**src/rtl/cvxif_result_buffer_if.sv**
```systemverilog
`default_nettype none
// ============================================================================
// Module      : cvxif_result_buffer_if
// Description : Signal bundle between the coprocessor core / CPU result port
//               and the result buffer. 'slave' is the buffer's view,
//               'master' is the view of whoever drives the buffer.
// Revision    : 1.0 - initial release
// ============================================================================
interface cvxif_result_buffer_if #(
  parameter int XLEN     = 32,
  parameter int DEPTH    = 4,
  parameter int HARTID_W = 1,
  parameter int ID_W     = 1
) ();

  // Reservation side
  logic                      issue_accept_i;
  logic                      slot_avail_o;

  // ALU result capture side
  logic                      alu_valid_i;
  logic [HARTID_W-1:0]       alu_hartid_i;
  logic [ID_W-1:0]           alu_id_i;
  logic [XLEN-1:0]           alu_data_i;
  logic [4:0]                alu_rd_i;
  logic                      alu_we_i;

  // CV-X-IF result side
  logic                      result_valid_o;
  logic                      result_ready_i;
  logic [HARTID_W-1:0]       result_hartid_o;
  logic [ID_W-1:0]           result_id_o;
  logic [XLEN-1:0]           result_data_o;
  logic [4:0]                result_rd_o;
  logic                      result_we_o;

  // Status
  logic [$clog2(DEPTH):0]    count_o;
  logic                      overflow_o;

  modport slave (
    input  issue_accept_i, alu_valid_i, alu_hartid_i, alu_id_i, alu_data_i,
           alu_rd_i, alu_we_i, result_ready_i,
    output slot_avail_o, result_valid_o, result_hartid_o, result_id_o,
           result_data_o, result_rd_o, result_we_o, count_o, overflow_o
  );

  modport master (
    output issue_accept_i, alu_valid_i, alu_hartid_i, alu_id_i, alu_data_i,
           alu_rd_i, alu_we_i, result_ready_i,
    input  slot_avail_o, result_valid_o, result_hartid_o, result_id_o,
           result_data_o, result_rd_o, result_we_o, count_o, overflow_o
  );

endinterface
`default_nettype wire

```
**src/rtl/cvxif_result_buffer.sv**
```systemverilog
`default_nettype none
// ============================================================================
// Module      : cvxif_result_buffer
// Description : In-order result FIFO for the CV-X-IF coprocessor. Decouples
//               the ALU from CPU back-pressure and keeps a reservation count
//               so an instruction is only accepted when its result has a slot.
// Revision    : 1.0 - initial release
// ============================================================================
module cvxif_result_buffer #(
  parameter int XLEN     = 32,
  parameter int DEPTH    = 4,
  parameter int HARTID_W = 1,
  parameter int ID_W     = 1
) (
  input  wire logic             clk_i,
  input  wire logic             rst_ni,
  cvxif_result_buffer_if.slave  bus
);

  localparam int c_PTR_W = $clog2(DEPTH);
  localparam int c_CNT_W = $clog2(DEPTH) + 1;

  typedef struct packed {
    logic [HARTID_W-1:0] hartid;
    logic [ID_W-1:0]     id;
    logic [XLEN-1:0]     data;
    logic [4:0]          rd;
    logic                we;
  } entry_t;

  entry_t               r_mem [DEPTH];
  logic [c_PTR_W-1:0]   r_wptr;
  logic [c_PTR_W-1:0]   r_rptr;
  logic [c_CNT_W-1:0]   r_count;
  logic [c_CNT_W-1:0]   r_reserved;
  logic                 r_overflow;

  logic                 w_pop;
  logic                 w_full;
  logic                 w_push;
  logic                 w_push_drop;
  logic                 w_rsv_full;
  logic                 w_rsv;
  logic                 w_rsv_drop;
  entry_t               w_head;
  entry_t               w_alu_entry;

  // A pop frees a slot in the same cycle, so a full buffer (or full
  // reservation count) still accepts a new entry when the head leaves.
  assign w_pop       = (r_count != '0) && bus.result_ready_i;
  assign w_full      = (r_count == c_CNT_W'(DEPTH));
  assign w_push      = bus.alu_valid_i && (!w_full || w_pop);
  assign w_push_drop = bus.alu_valid_i && w_full && !w_pop;
  assign w_rsv_full  = (r_reserved == c_CNT_W'(DEPTH));
  assign w_rsv       = bus.issue_accept_i && (!w_rsv_full || w_pop);
  assign w_rsv_drop  = bus.issue_accept_i && w_rsv_full && !w_pop;

  assign w_alu_entry = '{hartid: bus.alu_hartid_i, id: bus.alu_id_i,
                         data: bus.alu_data_i, rd: bus.alu_rd_i,
                         we: bus.alu_we_i};

  // Result storage: written at the write pointer, never cleared on pop.
  always_ff @(posedge clk_i or negedge rst_ni) begin
    if (!rst_ni) begin
      for (int i = 0; i < DEPTH; i++) r_mem[i] <= '0;
    end else if (w_push) begin
      r_mem[r_wptr] <= w_alu_entry;
    end
  end

  // Read/write pointers and stored-entry count.
  always_ff @(posedge clk_i or negedge rst_ni) begin
    if (!rst_ni) begin
      r_wptr  <= '0;
      r_rptr  <= '0;
      r_count <= '0;
    end else begin
      if (w_push) r_wptr <= r_wptr + c_PTR_W'(1);
      if (w_pop)  r_rptr <= r_rptr + c_PTR_W'(1);
      if (w_push && !w_pop)      r_count <= r_count + c_CNT_W'(1);
      else if (!w_push && w_pop) r_count <= r_count - c_CNT_W'(1);
    end
  end

  // Reservation counter: claimed at issue, released when the result leaves.
  always_ff @(posedge clk_i or negedge rst_ni) begin
    if (!rst_ni) begin
      r_reserved <= '0;
    end else if (w_rsv && !w_pop) begin
      r_reserved <= r_reserved + c_CNT_W'(1);
    end else if (!w_rsv && w_pop && (r_reserved != '0)) begin
      r_reserved <= r_reserved - c_CNT_W'(1);
    end
  end

  // Sticky protocol-error flag, cleared only by reset.
  always_ff @(posedge clk_i or negedge rst_ni) begin
    if (!rst_ni) begin
      r_overflow <= 1'b0;
    end else if (w_push_drop || w_rsv_drop) begin
      r_overflow <= 1'b1;
    end
  end

  assign w_head              = r_mem[r_rptr];
  assign bus.result_valid_o  = (r_count != '0);
  assign bus.result_hartid_o = w_head.hartid;
  assign bus.result_id_o     = w_head.id;
  assign bus.result_data_o   = w_head.data;
  assign bus.result_rd_o     = w_head.rd;
  assign bus.result_we_o     = w_head.we;
  assign bus.count_o         = r_count;
  assign bus.overflow_o      = r_overflow;
  assign bus.slot_avail_o    = (r_reserved < c_CNT_W'(DEPTH));

endmodule
`default_nettype wire

```
**src/flat_wrapper.sv**
```systemverilog
// flat-port wrapper written by rule: the top's interface ports become plain ports
module cvxif_result_buffer_flat 
#(
  parameter int XLEN     = 32,
  parameter int DEPTH    = 4,
  parameter int HARTID_W = 1,
  parameter int ID_W     = 1
)
  (clk_i, rst_ni, bus_issue_accept_i, bus_alu_valid_i, bus_alu_hartid_i, bus_alu_id_i, bus_alu_data_i, bus_alu_rd_i, bus_alu_we_i, bus_result_ready_i, bus_slot_avail_o, bus_result_valid_o, bus_result_hartid_o, bus_result_id_o, bus_result_data_o, bus_result_rd_o, bus_result_we_o, bus_count_o, bus_overflow_o);
  cvxif_result_buffer_if #(.XLEN(XLEN), .DEPTH(DEPTH), .HARTID_W(HARTID_W), .ID_W(ID_W)) bus_i ();
  input  wire logic clk_i;
  input  wire logic rst_ni;
  input wire logic [$bits(bus_i.issue_accept_i)-1:0] bus_issue_accept_i;
  input wire logic [$bits(bus_i.alu_valid_i)-1:0] bus_alu_valid_i;
  input wire logic [$bits(bus_i.alu_hartid_i)-1:0] bus_alu_hartid_i;
  input wire logic [$bits(bus_i.alu_id_i)-1:0] bus_alu_id_i;
  input wire logic [$bits(bus_i.alu_data_i)-1:0] bus_alu_data_i;
  input wire logic [$bits(bus_i.alu_rd_i)-1:0] bus_alu_rd_i;
  input wire logic [$bits(bus_i.alu_we_i)-1:0] bus_alu_we_i;
  input wire logic [$bits(bus_i.result_ready_i)-1:0] bus_result_ready_i;
  output wire logic [$bits(bus_i.slot_avail_o)-1:0] bus_slot_avail_o;
  output wire logic [$bits(bus_i.result_valid_o)-1:0] bus_result_valid_o;
  output wire logic [$bits(bus_i.result_hartid_o)-1:0] bus_result_hartid_o;
  output wire logic [$bits(bus_i.result_id_o)-1:0] bus_result_id_o;
  output wire logic [$bits(bus_i.result_data_o)-1:0] bus_result_data_o;
  output wire logic [$bits(bus_i.result_rd_o)-1:0] bus_result_rd_o;
  output wire logic [$bits(bus_i.result_we_o)-1:0] bus_result_we_o;
  output wire logic [$bits(bus_i.count_o)-1:0] bus_count_o;
  output wire logic [$bits(bus_i.overflow_o)-1:0] bus_overflow_o;
  assign bus_i.issue_accept_i = bus_issue_accept_i;
  assign bus_i.alu_valid_i = bus_alu_valid_i;
  assign bus_i.alu_hartid_i = bus_alu_hartid_i;
  assign bus_i.alu_id_i = bus_alu_id_i;
  assign bus_i.alu_data_i = bus_alu_data_i;
  assign bus_i.alu_rd_i = bus_alu_rd_i;
  assign bus_i.alu_we_i = bus_alu_we_i;
  assign bus_i.result_ready_i = bus_result_ready_i;
  assign bus_slot_avail_o = bus_i.slot_avail_o;
  assign bus_result_valid_o = bus_i.result_valid_o;
  assign bus_result_hartid_o = bus_i.result_hartid_o;
  assign bus_result_id_o = bus_i.result_id_o;
  assign bus_result_data_o = bus_i.result_data_o;
  assign bus_result_rd_o = bus_i.result_rd_o;
  assign bus_result_we_o = bus_i.result_we_o;
  assign bus_count_o = bus_i.count_o;
  assign bus_overflow_o = bus_i.overflow_o;
  cvxif_result_buffer #(.XLEN(XLEN), .DEPTH(DEPTH), .HARTID_W(HARTID_W), .ID_W(ID_W)) u_core (.clk_i(clk_i), .rst_ni(rst_ni), .bus(bus_i));
endmodule
```
**config.mk**
```make
export PLATFORM = sky130hd
export DESIGN_NAME = cvxif_result_buffer_flat
export DESIGN_NICKNAME = d
export VERILOG_FILES = /design/src/rtl/cvxif_result_buffer_if.sv /design/src/rtl/cvxif_result_buffer.sv /design/src/flat_wrapper.sv
export SDC_FILE = /design/constraint.sdc
export NUM_CORES = 1
export LEC_CHECK = 0
export ABC_CLOCK_PERIOD_IN_PS = 6400
export BUFFER_PORTS_ARGS = -buffer_cell sky130_fd_sc_hd__clkbuf_2
export CORE_UTILIZATION = 45
export CTS_CLUSTER_SIZE = 20
export DETAILED_ROUTE_END_ITERATION = 16
export GPL_ROUTABILITY_DRIVEN = 0
export PLACE_DENSITY_LB_ADDON = 0.3
export SETUP_SLACK_MARGIN = 0.15
export SYNTH_ARGS = -nofsm -noshare
export SYNTH_HDL_FRONTEND = slang
export SYNTH_SLANG_ARGS = --single-unit
```
**constraint.sdc**
```tcl
create_clock -name clk_i -period 6.4 [get_ports clk_i]
set_clock_uncertainty 0.05 [all_clocks]
set_input_delay 1.28 -clock clk_i [delete_from_list [all_inputs] [get_ports clk_i]]
set_output_delay 1.28 -clock clk_i [all_outputs]
set_load 0.05 [all_outputs]
```
==> flow_summary.yaml, run 1 <==
die:
  placementRows: 49
  die_y_um: 139
  die_w_um: 139
  initial_core_util_pct: 46.5
  core_um2: 18100
  die-area_um2: 19300
  io_pins: 91
place:
  io_buffers: 90
  hpwl_um: 9690
timing:
  min_period_ns: 3.73
  fmax_ghz: 0.268
  slew_viol_final: 0
  tightestPinTransition_ns: 1.11
  maxSlewHeadroom_pct: 26.2
  hold_viol_final: 0
  rsz0062_at_grt: "no"
  setup_viol: 0
  timing.final.crit_share_pct: 58.2
  timing.setup.tns_ns: 0
setup_path:
  worst_path_max_delay_cell: "dfrtp_4"
  path_cells: "mux4_2, clkbuf_2"
  cp-start-kind: "flop"
  crit_fanout: 42
  worstPathArrival_ns: 2.40
  endpoint_kind: "output pin"
  critPathKind: "flop to output pin"
  crit_required_ns: 5.07
  max_stage_delay_ns: 1.02
logic_synthesis:
  synth_area_leader_cell: "dfrtp_1"
  syn_area_per_cell_um2: 18.7
  ys_async_sr_fraction_pct: 100
  synth_most_common_cell: "dfrtp_1"
  synth.area.top_cells: "dfrtp_1, mux2_4, mux4_2"
  netlist_area_um2: 8440
  ys_warn_count: 0
  synth_common_cells: "dfrtp_1, mux2_4, mux4_2"
  yosysUniqueCellTypes: 31
  synth_top_cell_area_share_pct: 50.7
  synth_nets: 503
  synth_seq_cells: 171
  ys_seq_area_share_pct: 50.7
  synth-edff-count: 0
  synthCells: 451
  synth_flop_cell: "dfrtp_1"
cells_and_area:
  nets: 587
  n_fill_cell: 1492
  antennaDiodeCount: 0
  multiInputGateArea_um2: 3750
  seq_area_um2: 4280
  synthToLayoutAreaGrowth_pct: 11.1
  drive_gt1_share_pct: 60.8
grt:
  grt_start_max_net_pins: 88
  grt_pass1_vias: 4868
  grt_antenna_before_repair: 0
  grt_pass1_wl_um: 27200
  gr-usage-all-layers_pct: 18.4
  gr-total-overflow: 0
run:
  maxCapViolCount: 0
cts:
  tritoncts: "built"
  root_buffer: "clkbuf_16"
  cts_sinks: 171
  insertion_delay_ns: 0.42
  post_cts_buffers: 0
  htreeDepth: 4
  clk_pin_slew_ns: 0.07
  cts_max_path_buffers: 2
  hold_buffers: 0
  cts_buffers: 17
  cts_resized: 0
route:
  wl_um: 16300
  drtAntennaViolNets: 0
  viasPerCell: 5.42
  routedWlPerCell_um: 21.0
  via_count: 4211
  first_pass_iters: 10
  drt-initial-drc-count: 221
  drc: 0
status:
  run_status: "complete, no violations"
worst_hold_path:
  hold_class: "flop to flop"
-- critical path: cells and delay by family (launching register included) --
kind / cells / cell delay (ns)
buf+inv: 1 / 0.26
flops: 1 / 1.02
mux: 1 / 0.62
-- layer usage --
metal	GRT usage (%)	part of all wire, %
met1	24.2	46
met2	29.5	48
met3	5.25	4.6
met4	5.85	1.3
met5	0	0
-- flip-flops by register name, indices dropped and copies added, names as in the netlist --
name,cells
u_core.r_wptr,2
u_core.r_rptr,2
u_core.r_reserved,3
u_core.r_mem,160
u_core.bus.count_o,3
u_core.bus.overflow_o,1
-- cells in the final DEF (no fill, tap or decap), drive strengths merged, types with 4 or more instances in the layout --
cell type    n
clkinv       6
clkinvlp     4
nor2         5
clkbuf     110
xor2         4
ha           5
inv          6
nand2        6
xnor2        4
dfrtp      171
mux4        40
buf          4
mux2       161
-- metrics by stage --
step	instance area, um2	setup slack [ns]	instances	util, %	hold slack [ns]
after CTS	9370	2.62	777	51.6	0.455
after global routing	9370	2.53	777	51.6	0.467
after global placement	8820	2.90	745	48.6	0.433
final	9370	2.67	777	51.6	0.452
after detailed placement	8820	2.81	745	48.6	0.436
after floorplan	8440	3.51	451	-	0.426
-- cells by family after synthesis --
family	synth area share, %
mux	39.3
flops	50.7
buf+inv	4.85
simple gates	1.90
compound gates	1.19
xor+xnor	0.831
fa+ha+maj	1.22
-- cell type report --
class                      instances  share of cell area (%)
clock buffer                      21                    4.81
clock inverter                    11                    1.04
inverter                           6                   0.240
multi-input combinational        246                    40.0
sequential                       171                    45.7
tap                              229                    3.06
timing repair buffer              93                    5.12
-- worst paths after layout --
check	from	endpoint	slack (ns)	cells after the start
min	u_core.r_mem[74]	u_core.r_mem[74]	0.45	1
min reg2reg	u_core.r_mem[74]	u_core.r_mem[74]	0.45	1
max	u_core.r_rptr[0]	bus_result_data_o[8]	2.67	2
max reg2reg	u_core.bus.count_o[2]	u_core.bus.count_o[2]	3.66	8
max in group asynchronous	rst_ni	u_core.r_mem[95]	4.14	2
min in group asynchronous	rst_ni	u_core.r_mem[156]	0.71	1
Power of run 1 is left out: the tool's default activity adds up to more than one toggle a clock period on the data nets, which glitch-free logic cannot reach.
==> run 2: changes to the inputs <==
--- a/config.mk
+++ b/config.mk
@@ -5,7 +5,7 @@
 export SDC_FILE = /design/constraint.sdc
 export NUM_CORES = 1
 export LEC_CHECK = 0
-export ABC_CLOCK_PERIOD_IN_PS = 6400
+export ABC_CLOCK_PERIOD_IN_PS = 3460
 export BUFFER_PORTS_ARGS = -buffer_cell sky130_fd_sc_hd__clkbuf_2
 export CORE_UTILIZATION = 45
 export CTS_CLUSTER_SIZE = 20
==> constraint.sdc (replaced) <==
create_clock -name clk_i -period 3.46 [get_ports clk_i]
set_clock_uncertainty 0.05 [all_clocks]
set_input_delay 0.692 -clock clk_i [delete_from_list [all_inputs] [get_ports clk_i]]
set_output_delay 0.692 -clock clk_i [all_outputs]
set_load 0.05 [all_outputs]
==> flow_summary.yaml, run 2 (synthesized netlist as in run 1, its figures left out) <==
timing:
  hold_viol_final: 0
  fmax_ghz: 0.337
  timing.final.crit_share_pct: 85.7
  setup_ws_ns: 0.495
  hold_ws_ns: 0.257
  timing.setup.tns_ns: 0
  min_period_ns: 2.97
  setup_viol: 0
  tightestPinTransition_ns: 0.968
  maxSlewHeadroom_pct: 35.2
  slew_viol_final: 0
  rsz0062_at_grt: "no"
place:
  io_buffers: 90
  dpl-instance-area_um2: 8860
  pre_cts_ws_ns: 0.456
  hpwl_um: 9710
setup_path:
  crit_start: "u_core.r_rptr[0]"
  reg2reg_slack_ns: 0.71
  path_cells: "buf_12, mux4_2, clkbuf_2"
  crit_required_ns: 2.72
  regToRegEndpoint: "u_core.bus.count_o[2]"
  critical_path.top_delay_family: "flip-flops"
  r2r_cells: 8
  crit_fanout: 26
  max_stage_delay_ns: 0.66
  worstPathArrival_ns: 2.22
  crit_buf_inv: 2
  timing.rr.start: "u_core.bus.count_o[2]"
  cp-start-kind: "flop"
  worst_path_max_delay_cell: "dfrtp_4"
  critPathKind: "flop to output pin"
  endpoint_kind: "output pin"
run:
  maxCapViolCount: 0
cts:
  cts_max_path_buffers: 2
  htreeDepth: 4
  hold_buffers: 0
  cts_sinks: 171
  root_buffer: "clkbuf_16"
  post_cts_buffers: 0
  cts_buffers: 17
  insertion_delay_ns: 0.41
  clk_pin_slew_ns: 0.06
  tritoncts: "built"
  cts_resized: 0
route:
  first_pass_iters: 11
  drt-initial-drc-count: 224
  viasPerCell: 5.35
  wl_um: 16000
  via_count: 4159
  drtAntennaViolNets: 0
  routedWlPerCell_um: 20.6
  drc: 1
die:
  die-area_um2: 19300
  die_w_um: 139
  initial_core_util_pct: 46.5
  io_pins: 91
  core_um2: 18100
  placementRows: 49
  die_y_um: 139
cells_and_area:
  top_register: "u_core.r_mem"
  multiInputGateArea_um2: 3750
  synthToLayoutAreaGrowth_pct: 11.7
  layout_common_cells: "dfrtp_1, mux2_4, clkbuf_2, mux4_2, clkbuf_16"
  seq_area_um2: 4280
  antennaDiodeCount: 0
  final_common_cell: "dfrtp_1"
  drive_gt1_share_pct: 60.9
  n_fill_cell: 1481
  nets: 588
  final_area_um2: 9420
  largest_reg_flops: 160
grt:
  grt_start_max_net_pins: 81
  grt_pass1_vias: 4817
  grt_pass1_wl_um: 26900
  gr-usage-all-layers_pct: 18.2
  grt_antenna_before_repair: 0
  gr-total-overflow: 0
status:
  run_status: "complete, but fails checks"
  violations: "DRC"
worst_hold_path:
  hold_class: "primary input to asynchronous set/reset pin"
==> run 2: cell types whose count changed in the layout (fill, tap and decap cells not counted) <==
cell and change:
clkinv_2 -2, clkinv_4 -2, buf_4 -2, buf_12 +3, clkbuf_1 -1, clkinvlp_4 +2, clkbuf_8 +1, inv_6 +1
==> run 2: layer usage <==
layer  GRT usage [%]  wire, um  vias up
met4            4.85       128        0
met3            5.11       689        8
met2            28.9      7810       78
li1                -         -     1830
met5               0         0        -
met1            24.6      7380     2243
==> run 2: worst max-delay path by stage <==
stage | to | slack (ns) | cells after the start
floorplan | u_core.bus.count_o[1] | 1.06 | 7
global placement | u_core.bus.count_o[2] | 0.55 | 9
detailed placement | u_core.bus.count_o[2] | 0.46 | 9
CTS | bus_result_data_o[12] | 0.43 | 3
global route | bus_result_data_o[4] | 0.36 | 3
finish | bus_result_data_o[4] | 0.49 | 3
==> run 2: cell type report <==
type                       count  area share, %
sequential                   171           45.5
tap                          229           3.04
inverter                       6          0.239
clock buffer                  21           4.89
multi-input combinational    246           39.8
clock inverter                10          0.996
timing repair buffer          94           5.57
==> run 2: metrics by stage <==
stage	util [%]	instances
2_1_floorplan	-	451
3_3_place_gp	48.8	746
3_5_place_dp	48.8	746
4_1_cts	51.9	777
5_1_grt	51.9	777
6_report	51.9	777
Power of run 2 is left out for the same reason.
==> run 3: changes to the inputs <==
--- a/config.mk
+++ b/config.mk
@@ -6,7 +6,8 @@
 export NUM_CORES = 1
 export LEC_CHECK = 0
 export ABC_CLOCK_PERIOD_IN_PS = 3460
-export BUFFER_PORTS_ARGS = -buffer_cell sky130_fd_sc_hd__clkbuf_2
+export BUFFER_PORTS_ARGS = -buffer_cell sky130_fd_sc_hd__buf_2
+export CORE_ASPECT_RATIO = 1.4
 export CORE_UTILIZATION = 45
 export CTS_CLUSTER_SIZE = 20
 export DETAILED_ROUTE_END_ITERATION = 16
==> flow_summary.yaml, run 3 (synthesized netlist as in run 1, its figures left out) <==
route:
  first_pass_iters: 4
  via_count: 4192
  drc: 0
  wl_um: 16400
  drtAntennaViolNets: 0
  drt-initial-drc-count: 197
  routedWlPerCell_um: 20.8
  viasPerCell: 5.31
timing:
  fmax_ghz: 0.328
  rsz0062_at_grt: "no"
  slew_viol_final: 0
  setup_viol: 0
  min_period_ns: 3.05
  tightestPinTransition_ns: 0.940
  timing.setup.tns_ns: 0
  timing.final.crit_share_pct: 88.0
  maxSlewHeadroom_pct: 37.0
  hold_viol_final: 0
  setup_ws_ns: 0.414
cts:
  cts_sinks: 171
  post_cts_buffers: 0
  cts_resized: 0
  cts_max_path_buffers: 2
  insertion_delay_ns: 0.42
  htreeDepth: 4
  hold_buffers: 0
  tritoncts: "built"
  root_buffer: "clkbuf_16"
  clk_pin_slew_ns: 0.07
  cts_buffers: 17
place:
  pre_cts_ws_ns: 0.488
  io_buffers: 90
  hpwl_um: 9790
setup_path:
  cp-start-kind: "flop"
  crit_required_ns: 2.72
  endpoint_kind: "output pin"
  critPathKind: "flop to output pin"
  worstPathArrival_ns: 2.30
  crit_fanout: 41
cells_and_area:
  drive_gt1_share_pct: 60.8
  synthToLayoutAreaGrowth_pct: 11.8
  largest_reg_flops: 160
  antennaDiodeCount: 0
  nets: 588
  layout_common_cells: "dfrtp_1, mux2_4, buf_2, mux4_2, clkbuf_16"
  final_common_cell: "dfrtp_1"
  top_register: "u_core.r_mem"
die:
  io_pins: 91
  placementRows: 58
  die_y_um: 164
  die-area_um2: 19300
  core_um2: 18100
  initial_core_util_pct: 46.5
  die_w_um: 118
status:
  run_status: "complete, no violations"
grt:
  gr-usage-met1_pct: 22.9
  grt_antenna_before_repair: 0
  grt_pass1_vias: 4977
  gr-total-overflow: 0
  grt_start_max_net_pins: 99
  busiest_layer: "met2"
  met3_usage_pct: 4.34
  grt_pass1_wl_um: 27400
  gr-usage-all-layers_pct: 18.5
  met2_usage_pct: 31.9
run:
  maxCapViolCount: 0
worst_hold_path:
  hold_class: "primary input to asynchronous set/reset pin"
==> run 3: changes by cell type in the layout (fill, tap and decap cells not counted) <==
cell,change
clkinv_4,+2
buf_4,+1
buf_2,+89
clkinvlp_4,-3
buf_12,-1
clkbuf_1,+1
clkbuf_2,-89
clkbuf_8,+1
==> run 3: worst paths after layout <==
kind	slack [ns]	start	end	depth (start not counted)
hold / removal	0.21	rst_ni	u_core.r_mem[64]	2
setup reg to reg	0.75	u_core.bus.count_o[2]	u_core.bus.count_o[2]	8
setup / recovery	0.41	u_core.r_rptr[0]	bus_result_data_o[27]	2
min in group clk_i	0.46	u_core.r_mem[21]	u_core.r_mem[21]	1
max in group asynchronous	2.29	rst_ni	u_core.r_mem[119]	2
hold reg to reg	0.46	u_core.r_mem[21]	u_core.r_mem[21]	1
==> run 3: area by class of cell <==
cell class	count	area, um2
Timing Repair Buffer	94	512
Clock inverter	9	88.8
Tap cell	240	300
Sequential cell	171	4280
Fill cell	1524	8710
Clock buffer	23	478
Multi-Input combinational cell	246	3750
Inverter	6	22.5
==> run 3: per-layer routing <==
| metal | share of wire [%] | vias to the layer above |
|---|---|---|
| li1 | - | 1828 |
| met4 | 1.2 | 0 |
| met5 | 0 | - |
| met1 | 42 | 2280 |
| met2 | 54 | 67 |
| met3 | 3.3 | 17 |
==> run 3: worst max-delay path: stages, from the launching register on <==
cell	delay, ns
dfrtp_4	1.01
mux4_2	0.62
buf_2	0.23
==> run 3: per-stage QoR <==
step	instance area (um2)	std cells	util, %	hold slack [ns]
2_1_floorplan	8440	451	-	0.346
3_3_place_gp	8870	757	48.9	0.433
3_5_place_dp	8870	757	48.9	0.440
4_1_cts	9430	789	52.0	0.271
5_1_grt	9430	789	52.0	0.267
6_report	9430	789	52.0	0.214
Power of run 3 is left out for the same reason.
